===== config.mk =====
export PLATFORM = sky130hd
export DESIGN_NAME = enigma_rotor
export DESIGN_NICKNAME = d
export VERILOG_FILES = /design/src/rtl/enigma_pkg.sv /design/src/rtl/rotor_inv_builder.sv /design/src/rtl/enigma_rotor.sv
export SDC_FILE = /design/constraint.sdc
export NUM_CORES = 1
export LEC_CHECK = 0
export BUFFER_PORTS_ARGS = -buffer_cell sky130_fd_sc_hd__buf_2
export CORE_ASPECT_RATIO = 1.1
export CORE_UTILIZATION = 55
export CTS_CLUSTER_DIAMETER = 150
export DETAILED_ROUTE_END_ITERATION = 6
export GPL_ROUTABILITY_DRIVEN = 0
export MAX_ROUTING_LAYER = met4
export PLACE_DENSITY = 0.78
export SETUP_SLACK_MARGIN = 0.15
export SLEW_MARGIN = 20
export SYNTH_ARGS = -nofsm -noshare
export SYNTH_HDL_FRONTEND = slang
export SYNTH_SLANG_ARGS = --single-unit

===== constraint.sdc =====
create_clock -name clk -period 5.1 [get_ports clk]
set_input_delay 0.51 -clock clk [delete_from_list [all_inputs] [get_ports clk]]
set_output_delay 0.51 -clock clk [all_outputs]
set_load 0.03 [all_outputs]

===== src/rtl/enigma_pkg.sv =====
// enigma_pkg: shared alphabet constants, FSM states, mod-26 helpers and table unpacking
package enigma_pkg;
  localparam int ALPHA = 26;
  localparam logic [7:0] ASCII_A = 8'd65;
  typedef enum logic [1:0] {IDLE, MAP, OUT, BUILD} state_t;
  function automatic logic is_letter(input logic [7:0] c);
    return c >= ASCII_A && c <= 8'd90;
  endfunction
  function automatic logic [4:0] to_idx(input logic [7:0] c);
    return 5'(c - ASCII_A);
  endfunction
  function automatic logic [4:0] add26(input logic [4:0] a, input logic [4:0] b);
    logic [5:0] s;
    s = {1'b0, a} + {1'b0, b};
    return (s >= 6'd26) ? 5'(s - 6'd26) : s[4:0];
  endfunction
  function automatic logic [4:0] sub26(input logic [4:0] a, input logic [4:0] b);
    return add26(a, 5'(6'd26 - {1'b0, b}));
  endfunction
  function automatic logic [7:0] tbl_slice(input logic [207:0] v, input int i);
    return v[200-8*i +: 8];
  endfunction
endpackage


===== src/rtl/rotor_inv_builder.sv =====
// rotor_inv_builder: walks the wiring table one entry per cycle and fills the inverse table
module rotor_inv_builder
  import enigma_pkg::*;
(
  input  logic       clk,
  input  logic       reset,
  input  logic       start,
  input  logic [7:0] tbl [ALPHA],
  output logic [4:0] inv [ALPHA],
  output logic       done
);
  logic [4:0] k;
  logic       busy;
  logic [7:0] e;
  assign e = tbl[k];
  assign done = busy && k == 5'd25;
  always_ff @(posedge clk) begin
    if (reset) begin
      busy <= 1'b0;
      k <= '0;
      for (int i = 0; i < ALPHA; i++) inv[i] <= '0;
    end else if (start) begin
      busy <= 1'b1;
      k <= '0;
    end else if (busy) begin
      if (is_letter(e)) inv[to_idx(e)] <= k;
      busy <= k != 5'd25;
      k <= (k == 5'd25) ? 5'd0 : k + 5'd1;
    end
  end
endmodule


===== src/rtl/enigma_rotor.sv =====
// enigma_rotor: one rotor stage with forward/inverse wiring, stepping and notch carry.
// Define ENIGMA_DOUBLE_STEP_EN to enable the middle-rotor self-step on forward letters.
module enigma_rotor
  import enigma_pkg::*;
(
  input  logic         clk,
  input  logic         reset,
  input  logic         set,
  input  logic [207:0] idx_in,
  input  logic [7:0]   pos_in,
  input  logic [7:0]   notch_in,
  input  logic         valid_in,
  input  logic [7:0]   din,
  input  logic         dir,
  input  logic         step_in,
  output logic         ready,
  output logic [7:0]   dout,
  output logic         done,
  output logic         step_out,
  output logic [7:0]   pos_out
);
  state_t     state, state_nx;
  logic [7:0] tbl [ALPHA];
  logic [4:0] inv [ALPHA];
  logic [4:0] pos, pos_nx, notch, p_q, x_q, y;
  logic [7:0] din_q, res;
  logic       dir_q, loaded, build_done, accept, step, ds;
  rotor_inv_builder u_inv (
    .clk   (clk),
    .reset (reset),
    .start (set),
    .tbl   (tbl),
    .inv   (inv),
    .done  (build_done)
  );
  assign ready = loaded && state == IDLE;
  assign pos_out = ASCII_A + {3'b0, pos};
`ifdef ENIGMA_DOUBLE_STEP_EN
  assign ds = accept && !dir && is_letter(din) && pos == sub26(notch, 5'd1);
`else
  assign ds = 1'b0;
`endif
  always_comb begin
    accept = valid_in && ready && !set;
    step = (step_in || ds) && state != BUILD && !set;
    pos_nx = step ? ((pos == 5'd25) ? 5'd0 : pos + 5'd1) : pos;
    state_nx = set ? BUILD :
               (state == IDLE && accept) ? MAP :
               state == MAP ? OUT :
               state == OUT ? IDLE :
               (state == BUILD && build_done) ? IDLE : state;
    y = dir_q ? inv[x_q] : to_idx(tbl[x_q]);
    res = is_letter(din_q) ? ASCII_A + {3'b0, sub26(y, p_q)} : din_q;
  end
  // a character keeps the position it was accepted with, even if stepping continues in MAP
  always_ff @(posedge clk) begin
    if (reset) begin
      state <= IDLE;
      for (int i = 0; i < ALPHA; i++) tbl[i] <= '0;
      pos <= '0;
      notch <= '0;
      p_q <= '0;
      x_q <= '0;
      din_q <= '0;
      dir_q <= 1'b0;
      dout <= '0;
      done <= 1'b0;
      step_out <= 1'b0;
      loaded <= 1'b0;
    end else begin
      state <= state_nx;
      pos <= set ? to_idx(pos_in) : pos_nx;
      step_out <= step && (ds || pos == notch);
      done <= state == MAP && !set;
      if (set) begin
        notch <= to_idx(notch_in);
        for (int i = 0; i < ALPHA; i++) tbl[i] <= tbl_slice(idx_in, i);
      end
      if (accept) begin
        x_q <= is_letter(din) ? add26(to_idx(din), pos_nx) : 5'd0;
        p_q <= pos_nx;
        din_q <= din;
        dir_q <= dir;
      end
      if (state == MAP && !set) dout <= res;
      if (state == BUILD && build_done) loaded <= 1'b1;
    end
  end
endmodule


==> results.sh <==
export IMPL_finalSetupViolCount=0
export IMPL_hold_worst_slack_ps=168
export IMPL_antenna_found_initial=12
export IMPL_yosysWarnings=0
export IMPL_area_growth_pct=16.3
export IMPL_slew_headroom_pct=19.5
export IMPL_hold_viol=0
export IMPL_ant_nets=0
export IMPL_period_share_pct=93.6
export IMPL_timing_final_ws_setup_ps=329
export IMPL_fp_dieH_um=200
export IMPL_grt_pass1_wl_mm=85.6
export IMPL_synth_nets=2276
export IMPL_synth_area_per_cell_sq_um=9.81
export IMPL_synth_cell_types=81
export IMPL_grt_pass1_vias=16000
export IMPL_drt_iter0_drc=1442
export IMPL_synth_enable_flop_cells=0
export IMPL_crit_required_ps=5580
export IMPL_cts_tree="done"
export IMPL_p_per_area_nw_per_um2=321
export IMPL_cp_max_fo=10
export IMPL_tns_ps=0
export IMPL_dieWidth_um=182
export IMPL_ioPinCount=257
export IMPL_synthCells=2008
export IMPL_fmax_mhz=210
export IMPL_clock_sinks=386
export IMPL_grt_max_degree=173
export IMPL_wl_per_cell_um=20.0
export IMPL_clk_latency_ps=570
export IMPL_utilization_pct=65.1
export IMPL_grt_use_total_pct=30.3
export IMPL_critPathKind="reg -> reg"
export IMPL_cts_made_buffers=41
export IMPL_post_place_ws_ps=192
export IMPL_status="finished clean"
export IMPL_fin_crit_ps=4770
export IMPL_rows=72
export IMPL_worst_setup_path_start_kind="flip-flop"
export IMPL_final_area_sq_um=22900
export IMPL_h_tree_depth=2
export IMPL_initial_utilization_pct=55.9
export IMPL_num_vias=16100
export IMPL_drive_above_1_share_pct=22.1
export IMPL_place_area_sq_um=21200
export IMPL_endpoint_kind="flip-flop"
export IMPL_peakVddDrop_uv=332
export IMPL_route_detailed_drc=0
export IMPL_maxCapViolCount=0
export IMPL_clk_pin_slew_ps=60
export IMPL_place_inst=2620
export IMPL_core_region_area_sq_um=35200
export IMPL_hp_class="in -> reg"
export IMPL_overflow=0
export IMPL_fin_total_pwr_mw=7.35
export IMPL_synth_seq_cells=386
export IMPL_fin_cells=2721
export IMPL_cp_arrival_ps=5250
export IMPL_report_final_slew_viol_count=0
export IMPL_dp_final_hpwl_mm=37.6
export IMPL_drt_vias_per_instance=5.91
export IMPL_die_area_sq_um=36600
export IMPL_ctsLongestPathBuffers=3
export IMPL_clock_skew_ps=29.4
export IMPL_seq_area_frac_synth_pct=39.2
export IMPL_root_buffer="clkbuf_16"
export IMPL_synth_flop_cell="dfxtp_1"
export IMPL_p_leak_nw=9.47
export IMPL_rr_worst_depth=21
export IMPL_fin_nets=2461
export IMPL_netlist_area_sq_um=19700
export IMPL_routed_wl_mm=54.5
export IMPL_rsz0062_at_grt="false"
export IMPL_drt_pass1_iterations=7
export IMPL_min_path_cells=3
export IMPL_portBuffers=248
export IMPL_tightest_slew_ps=1210
export IMPL_async_flop_share_pct=0
-- worst paths after layout --
| path | slack [ps] | startpoint | to |
|---|---|---|---|
| min | 170 | idx_in[94] | tbl[94] |
| min reg2reg | 450 | loaded | loaded |
| max reg2reg | 330 | x_q[0] | dout[2] |
| max | 330 | x_q[0] | dout[2] |
-- worst max-delay path, cell delays in order, from the launching register on --
cell	delay [ps]
dfxtp_4	460
buf_12	190
buf_4	190
mux4_2	510
o22ai_1	220
nor3_2	110
a21oi_2	240
xnor2_1	200
nor2_1	70
a21oi_1	180
ha_1	340
nor2b_1	180
o21a_1	170
or3_1	350
nand3b_1	200
nand2_1	130
xnor2_1	140
ha_1	210
nor2_1	110
nand2_1	60
mux2_2	290
a21oi_1	120
-- state kept, by name, summed over array words and instances (netlist names), 2 cells and up --
name / flops
p_q: 5
dout: 8
pos: 5
state: 2
notch: 5
din_q: 8
u_inv.k: 5
tbl: 208
u_inv.inv: 130
x_q: 5
-- layer usage --
| layer | GRT usage (%) | part of all wire (%) |
|---|---|---|
| met1 | 36.0 | 40 |
| met2 | 49.7 | 49 |
| met3 | 5.73 | 7.1 |
| met4 | 13.7 | 3.9 |
| met5 | - | 0 |
-- layout by cell type (no fill, tap or decap), drive strengths merged, types with 10 or more instances in the layout --
cell type,instances
a211oi,15
a21oi,65
a221oi,14
buf,295
clkbuf,56
clkinv,11
dfxtp,386
diode,14
ha,28
inv,33
mux2i,361
mux4,68
nand2,74
nand2b,89
nand3,40
nor2,272
nor2b,56
nor3,28
o21ai,126
o221ai,16
o22ai,11
or2,10
xnor2,18
xor2,17
-- report_power, final --
group / internal (mW) / leakage (nW) / switching, mW / total [mW]
combinational: 0.376 / 5.56 / 0.444 / 0.820
sequential: 3.12 / 3.16 / 0.0937 / 3.22
clock: 2.03 / 0.745 / 1.29 / 3.32
total: 5.53 / 9.47 / 1.82 / 7.35
-- cell usage after synthesis, types with 4 or more instances --
cell type / number / area share, %
a211oi_1: 15 / 0.57
a21o_1: 4 / 0.15
a21oi_1: 65 / 1.7
a221oi_1: 13 / 0.58
a22oi_1: 8 / 0.30
a31oi_1: 7 / 0.22
and2_1: 7 / 0.22
and3_1: 5 / 0.16
buf_1: 17 / 0.32
buf_2: 23 / 0.58
buf_4: 8 / 0.30
buf_6: 6 / 0.34
clkbuf_1: 97 / 1.8
dfxtp_1: 386 / 39
ha_1: 28 / 1.8
inv_1: 31 / 0.59
mux2_2: 9 / 0.51
mux2i_1: 361 / 18
mux4_1: 4 / 0.53
mux4_2: 64 / 7.3
nand2_1: 74 / 1.4
nand2b_1: 88 / 2.8
nand3_1: 29 / 0.74
nand3_2: 4 / 0.20
nand3_4: 7 / 0.62
nand4_1: 5 / 0.16
nor2_1: 267 / 5.1
nor2b_1: 56 / 1.8
nor3_1: 28 / 0.71
o211ai_1: 8 / 0.30
o21a_1: 6 / 0.23
o21ai_0: 110 / 2.8
o21ai_1: 16 / 0.41
o221ai_1: 16 / 0.71
o22ai_1: 11 / 0.35
o311ai_0: 4 / 0.18
o31a_1: 9 / 0.40
or2_1: 7 / 0.22
or3_1: 7 / 0.22
xnor2_1: 18 / 0.80
xor2_1: 17 / 0.76
-- final cells by class --
type | instances | area (sq um)
Antenna cell | 14 | 35.0
Clock buffer | 54 | 1160
Clock inverter | 22 | 354
Fill cell | 2720 | 12300
Inverter | 33 | 128
Multi-Input combinational cell | 1434 | 11200
Sequential cell | 386 | 7740
Tap cell | 481 | 602
Timing Repair Buffer | 297 | 1730
-- kinds of logic (layout without fill, tap and decap cells) --
group | count (synthesis) | count (layout) | synth area share (%)
compound gates | 321 | 321 | 10.5
other cells | 2 | 16 | 0.0381
flops | 386 | 386 | 39.2
simple gates | 608 | 608 | 15.6
xor+xnor | 35 | 35 | 1.56
fa+ha+maj | 30 | 30 | 1.98
mux | 438 | 438 | 26.7
buf+inv | 188 | 406 | 4.41
-- repair_timing --
action / in CTS / in global routing
endpoints found under the setup margin: 0 / 5
hold buffers: 0 / 0
resized for setup: 0 / 18
setup buffers: 0 / 9
(Power assumes the default switching activity.)
